## src/rtl/ysyx_2022040010_if_id_buf.sv

```systemverilog
// IF/ID pipeline register with a one-deep instruction holding buffer.
// Keeps the SRAM read data across stalls, squashes wrong-path fetches and pre-decodes register indices and the immediate.
module ysyx_2022040010_if_id_buf #(
    parameter logic [31:0] NOP_INST = 32'h0000_0013,
    parameter int          STALL_W  = 6
) (
    input  logic               clk,
    input  logic               rst,
    input  logic [STALL_W-1:0] stall,
    input  logic               br_e,
    input  logic [128:0]       if_to_id_bus,
    input  logic [31:0]        isram_rdata,
    output logic               id_valid,
    output logic [63:0]        id_pc,
    output logic [63:0]        id_next_pc,
    output logic [31:0]        id_inst,
    output logic [4:0]         id_rs1,
    output logic [4:0]         id_rs2,
    output logic [4:0]         id_rd,
    output logic [63:0]        id_imm
);

    typedef enum logic [0:0] {
        BUF_EMPTY = 1'b0,
        BUF_FULL  = 1'b1
    } buf_state_e;

    // Sign-extended immediate for every base-ISA format; unknown opcodes yield zero.
    function automatic logic [63:0] imm_decode(input logic [31:0] inst);
        logic [63:0] imm;
        case (inst[6:0])
            7'b0010011, 7'b0000011, 7'b1100111, 7'b0011011, 7'b1110011:
                imm = {{52{inst[31]}}, inst[31:20]};
            7'b0100011:
                imm = {{52{inst[31]}}, inst[31:25], inst[11:7]};
            7'b1100011:
                imm = {{51{inst[31]}}, inst[31], inst[7], inst[30:25], inst[11:8], 1'b0};
            7'b0110111, 7'b0010111:
                imm = {{32{inst[31]}}, inst[31:12], 12'h000};
            7'b1101111:
                imm = {{43{inst[31]}}, inst[31], inst[19:12], inst[20], inst[30:21], 1'b0};
            default:
                imm = 64'd0;
        endcase
        return imm;
    endfunction

    logic        hold_s;
    logic        ce_s;
    logic [63:0] bus_pc_s;
    logic [63:0] bus_next_pc_s;
    logic        unused_stall_s;

    logic        valid_r;
    logic [63:0] pc_r;
    logic [63:0] next_pc_r;
    logic [31:0] inst_buf_r;
    buf_state_e  state_r;
    buf_state_e  state_nxt_s;
    logic        capture_s;
    logic        buf_full_s;
    logic [31:0] raw_inst_s;

    assign hold_s         = stall[0] | stall[1];
    assign unused_stall_s = ^stall[STALL_W-1:2];
    assign ce_s           = if_to_id_bus[128];
    assign bus_pc_s       = if_to_id_bus[127:64];
    assign bus_next_pc_s  = if_to_id_bus[63:0];

    // Slot registers: frozen on hold, bubble on branch redirect, otherwise follow fetch.
    always_ff @(posedge clk) begin
        if (rst) begin
            valid_r   <= 1'b0;
            pc_r      <= 64'd0;
            next_pc_r <= 64'd0;
        end else if (hold_s) begin
            valid_r   <= valid_r;
            pc_r      <= pc_r;
            next_pc_r <= next_pc_r;
        end else begin
            valid_r   <= ce_s & ~br_e;
            pc_r      <= bus_pc_s;
            next_pc_r <= bus_next_pc_s;
        end
    end

    // Buffer FSM next state: capture only on the first hold cycle of a real instruction.
    always_comb begin
        state_nxt_s = state_r;
        capture_s   = 1'b0;
        case (state_r)
            BUF_EMPTY: begin
                if (hold_s && valid_r) begin
                    state_nxt_s = BUF_FULL;
                    capture_s   = 1'b1;
                end else begin
                    state_nxt_s = BUF_EMPTY;
                end
            end
            BUF_FULL: begin
                if (hold_s) begin
                    state_nxt_s = BUF_FULL;
                end else begin
                    state_nxt_s = BUF_EMPTY;
                end
            end
            default: state_nxt_s = BUF_EMPTY;
        endcase
    end

    // Buffer state and captured instruction word.
    always_ff @(posedge clk) begin
        if (rst) begin
            state_r    <= BUF_EMPTY;
            inst_buf_r <= 32'd0;
        end else begin
            state_r <= state_nxt_s;
            if (capture_s) begin
                inst_buf_r <= isram_rdata;
            end else begin
                inst_buf_r <= inst_buf_r;
            end
        end
    end

    // Later hold cycles see the frozen fetch pc's data on the SRAM, so the buffer must win while full.
    always_comb begin
        buf_full_s = (state_r == BUF_FULL);
        raw_inst_s = buf_full_s ? inst_buf_r : isram_rdata;
        if (valid_r) begin
            id_inst = raw_inst_s;
        end else begin
            id_inst = NOP_INST;
        end
    end

    assign id_valid   = valid_r;
    assign id_pc      = pc_r;
    assign id_next_pc = next_pc_r;
    assign id_rs1     = id_inst[19:15];
    assign id_rs2     = id_inst[24:20];
    assign id_rd      = id_inst[11:7];
    assign id_imm     = imm_decode(id_inst);

endmodule

```

## config.mk

```make
export PLATFORM = sky130hd
export DESIGN_NAME = ysyx_2022040010_if_id_buf
export DESIGN_NICKNAME = d
export VERILOG_FILES = /design/src/rtl/ysyx_2022040010_if_id_buf.sv
export SDC_FILE = /design/constraint.sdc
export NUM_CORES = 1
export LEC_CHECK = 0
export ABC_AREA = 1
export CORE_AREA = 2 2 157 159
export DETAILED_ROUTE_END_ITERATION = 12
export DIE_AREA = 0 0 159 161
export GPL_ROUTABILITY_DRIVEN = 0
export HOLD_SLACK_MARGIN = 0.02
export PLACE_DENSITY = 0.65
export SYNTH_ARGS = -nofsm -noshare
export SYNTH_HDL_FRONTEND = slang
export SYNTH_SLANG_ARGS = --single-unit
```

## constraint.sdc

```tcl
create_clock -name clk -period 4.3 [get_ports clk]
set_input_delay 0.86 -clock clk [delete_from_list [all_inputs] [get_ports clk]]
set_output_delay 0.86 -clock clk [all_outputs]
set_load 0.005 [all_outputs]
```

* Yosys cells after proc, flatten, opt, wreduce, memory -nomap -nowiden
Cells that the tools add are included.
** Cells by class
- Add/subtract/negate cells :: 0
- $mul :: 0
- Div/mod/pow operators :: 0
- $lt $le $gt $ge :: 0
- Equal/unequal tests :: 10
- Shift-type cells :: 0
- Muxes and demuxes :: 7
- Bitwise gates (word level) :: 4
- Reductions and logical operators :: 3
** Operator list (count)
- 64-bit case mux with 5 select lines :: 1
- 32-bit two-way mux :: 2
- 7-bit equality test, second input constant :: 4
- 7-bit by 5-bit equality test with 1-bit output, second input constant :: 3
- 7-bit by 6-bit equality test with 1-bit output, second input constant :: 2
- 7-bit by 2-bit equality test with 1-bit output, second input constant :: 1
- 5-bit OR reduction :: 1
- 1-bit two-way mux :: 3
- 1-bit NOT :: 2
- 1-bit case mux with 2 select lines :: 1
- 2-bit OR reduction :: 1
- 1-bit bitwise AND :: 1
- 1-bit logical AND :: 1
- 1-bit bitwise OR :: 1
** Word-level totals
- Register bits after elaboration :: 162
- Bits in latches :: 0
- RAM bits :: 0
- ROM bits :: 0
- Input port bits :: 170
- Output and inout bits :: 240
- Word-level logic and storage cells :: 29
- Memories kept :: 0

* Depth between registers and ports, before layout
- Word-level depth :: 5
- Mapped depth :: 13
- Depth with buffers taken out :: 10

* Worst setup path after synthesis
OpenSTA, ideal clock, no wires.
- Path kind :: input to output
- From :: in isram_rdata[5]
- To :: out id_imm[32]
- Arrival time :: 2.939 ns
- Required time :: 3.440 ns
- Path slack :: 0.501 ns
- Stages on the path :: 9
- Buffers on the path :: 1
- Cells stage by stage :: nor2_1 > nor2_2 > nand2_4 > nor2_8 > nand2_2 > nand3_4 > nor2_1 > nor2_1 > buf_4
** Between the ends
- Cells in the longest elaborated chain, start to end :: 5
- Elaborated cells between the ends (all ways) :: 15
- Those cells by class :: eq/ne: 10; mux: 3; reduce/logical: 2
** RTL lines
- start, declared :: RTL line 12 : input logic [31:0] isram_rdata,
- 32-bit two-way mux (*) :: RTL line 129 : raw_inst_s = buf_full_s ? inst_buf_r : isram_rdata;
- 32-bit two-way mux (*) :: RTL line 130 : if (valid_r) begin
- named net id_inst[5] :: RTL line 16 : output logic [31:0] id_inst,
- 7-bit by 5-bit equality test with 1-bit output, or another cell as far along :: RTL line 31 : case (inst[6:0])
- 5-bit OR reduction / 2-bit OR reduction (equally long branches) :: RTL line 31
- 64-bit case mux with 5 select lines (*) :: RTL line 31
- end, declared :: RTL line 20 : output logic [63:0] id_imm
Mark *: on every way through the listed nets, which the timed path passes. The rest lies on a longest branch.

* Final worst setup path
- From :: in isram_rdata[5]
- To :: out id_imm[22]
** Between the ends
- Cells in the longest elaborated chain, start to end :: 5
- Elaborated cells between the ends (all ways) :: 15
- Those cells by class :: eq/ne: 10; mux: 3; reduce/logical: 2
** RTL lines (RTL line)
- 32-bit two-way mux (*) :: 129
- 32-bit two-way mux (*) :: 130
- 7-bit by 5-bit equality test with 1-bit output, or another cell as far along :: 31
- 5-bit OR reduction / 2-bit OR reduction (equally long branches) :: 31
- 64-bit case mux with 5 select lines (*) :: 31
Mark *: on every way between the ends. The rest lies on a longest branch, timed or not.

==> metrics <==
post-cts sizing count 0; grt met1 use a little over a fifth; Clock power frac about two fifths; drt via density 4.58; initial antenna violation count 2; # nets final approximately 1.5k; Overflow after GRT 0; Vias 7485; met3 GRT Util between 8 and 9%; Layout area overhead 65.2%; Final Power 3810 uW; CP max FO 11; Sw Share 26.0%; Peak VDD IR 0.245 mV; clk sinks ~160; Max-slew headroom 47.0%; drt pass-1 iters 4; Internal 2820 uW; # H-tree levels 4; clk buf depth 2; Final period util 93.4%; Synth top area share a little under half; crit path launch type input pin; # Post-CTS Setup Buffers 0; # setup viols final 0; vias in the first global route ~7.4k; global-route met2 utilization around 35%; Worst-path clk slew roughly 0.07 ns; hold buffers post-CTS 0; actual slew at the worst max-slew pin 0.795 ns; Remaining DRCs 0; critical path type input pin to output port; I/O Buffers about 400; Max stage delay cell, worst path clkdlybuf4s50_1; Initial Util 29.5%; Synth area leader dfxtp_1; CP peak stage delay 0.51 ns; clock latency at the later pin of the worst-skew pair about 0.43 ns; GRT Max-Usage Layer met2; global-route wire length before repair around 41000 um; DR WL/cell around 16 um; syn avg cell area approximately 7.3 um^2; Die Y around 160 um; Core ar. approximately 0.024 mm^2; Die X-Extent between 150 and 200 um; Logic pwr share 15.7%; final hold vios 0; Switch Pwr 989 uW; drt total wl 26400 um; sequential share of the synthesized area between 40% and 50%; status completed; TritonCTS clock tree yes; largest net degree at the start of global routing ~130; Synth cell types 27; Lkg Pwr 0.00477 uW; post-synthesis net count 1137; placed cells roughly 1.6k; register bit count reported by yosys 162; CP Data Required Time between 3 and 4 ns; Worst R2R Setup Slack 1.93 ns; initial DRC count 345; Highest Clock Rate around 0.25 GHz; RSZ-0062 raised after global routing no; CP Capture Type output port; non-filler cells, final about 1.6k; Root Buffer clkbuf_16; Flop pwr share between 40% and 50%; DP Wirelength between 15000 and 20000 um; DRT antenna net count 0; crit path DAT between 3 and 4 ns; max-cap viol count 0; main area contributors after synthesis dfxtp_1, nor2_1, o21ai_0, buf_4, nand2_1; Final Max Tran Viols 0; share of cells above drive strength 1 between 7 and 8%; yosys synthesis warning count 0; Total Routing Usage GR roughly a fifth; Syn Inst Count slightly below 1k; Cell Chain, Critical Path clkdlybuf4s50_1, nor2_1, nor2_2, nand2_4, nor2_8, nand2_2, nand3_4, nand2_2, buf_12, nand3_2, clkdlybuf4s50_1; Cell Pwr Density 326 mW/mm^2; Hold/Removal Path Class register to register; Post-Syn Area between 0.007 and 0.008 mm^2; cts bufs inserted 17; hold_ws about 0.46 ns; Setup Skew 0.0116 ns; # rows 57; fin crit period around 4 ns; setup TNS 0 ns; total die area around 0.026 mm^2; Ports ~400
-- cells in the final DEF (no fill, tap or decap), types with 12 or more instances in the layout --
cell type,n
nand2_2,12
nor2_1,291
clkdlybuf4s50_1,405
inv_1,44
o21ai_0,155
nand3_1,38
a221oi_1,13
nand2_1,62
buf_4,13
clkbuf_16,17
dfxtp_1,161
a21oi_1,33
-- power groups by stage --
stage	clock [uW]	combinational [uW]	sequential, uW
2_1_floorplan	0	193	1670
3_3_place_gp	0	602	1660
6_report	1580	600	1630
5_1_grt	1670	656	1640
4_1_cts	1620	607	1630
3_5_place_dp	0	603	1660
-- cells by family (layout without fill, tap and decap cells) --
| group | count (synthesis) | in the layout | share of synthesized area [%] |
|---|---|---|---|
| other cells | 0 | 2 | 0 |
| buf+inv | 162 | 504 | 11.8 |
| simple gates | 434 | 434 | 26.6 |
| compound gates | 209 | 209 | 15.8 |
| flops | 162 | 162 | 45.8 |
-- sequential cells by signal, summed over array words and instances, names as in the netlist --
| register | flops |
|---|---|
| id_next_pc | 64 |
| id_pc | 64 |
| inst_buf_r | 32 |
| buf_full_s | 1 |
| id_valid | 1 |
-- cells in the mapped netlist (all sizes together) --
cell type / instances
nor3: 7
a211oi: 6
o21ai: 155
inv: 49
a221oi: 13
dfxtp: 162
nor2: 299
clkbuf: 53
a21oi: 35
buf: 60
nand3: 50
nand3b: 1
nand2: 77
-- area by class of cell --
type / count / area (um^2)
Antenna cell: 2 / 5.00
Clock buffer: 18 / 429
Clock inverter: 14 / 164
Fill cell: 2409 / 12300
Inverter: 49 / 190
Multi-Input combinational cell: 643 / 3010
Sequential cell: 162 / 3240
Tap cell: 324 / 405
Timing Repair Buffer: 423 / 4250
-- worst max-delay path, delay by kind of cell --
kind / cells / cell delay [ns]
buf+inv: 3 / 1.21
simple gates: 8 / 1.05
-- metal layers --
metal / part of all wire, % / routed length (um)
met1: 39 / 10200
met2: 49 / 12900
met3: 9.7 / 2570
met4: 2.6 / 692
met5: 0 / 0
-- path summary, 6_finish.rpt --
kind	startpoint	end	cells after the start
worst max-delay path	isram_rdata[5]	id_imm[22]	11
worst min-delay path	inst_buf_r[18]	inst_buf_r[18]	2
worst max register to register	id_valid	inst_buf_r[7]	6
worst min register to register	inst_buf_r[18]	inst_buf_r[18]	2
-- metrics by stage --
stage / util, % / worst slack [ns] / area, um^2
floorplan: - / 0.501 / 7080
global placement: 46.3 / 0.281 / 11100
detailed placement: 46.3 / 0.254 / 11100
CTS: 48.8 / 0.248 / 11700
global route: 48.8 / 0.107 / 11700
finish: 48.8 / 0.286 / 11700
(Power assumes the default switching activity.)
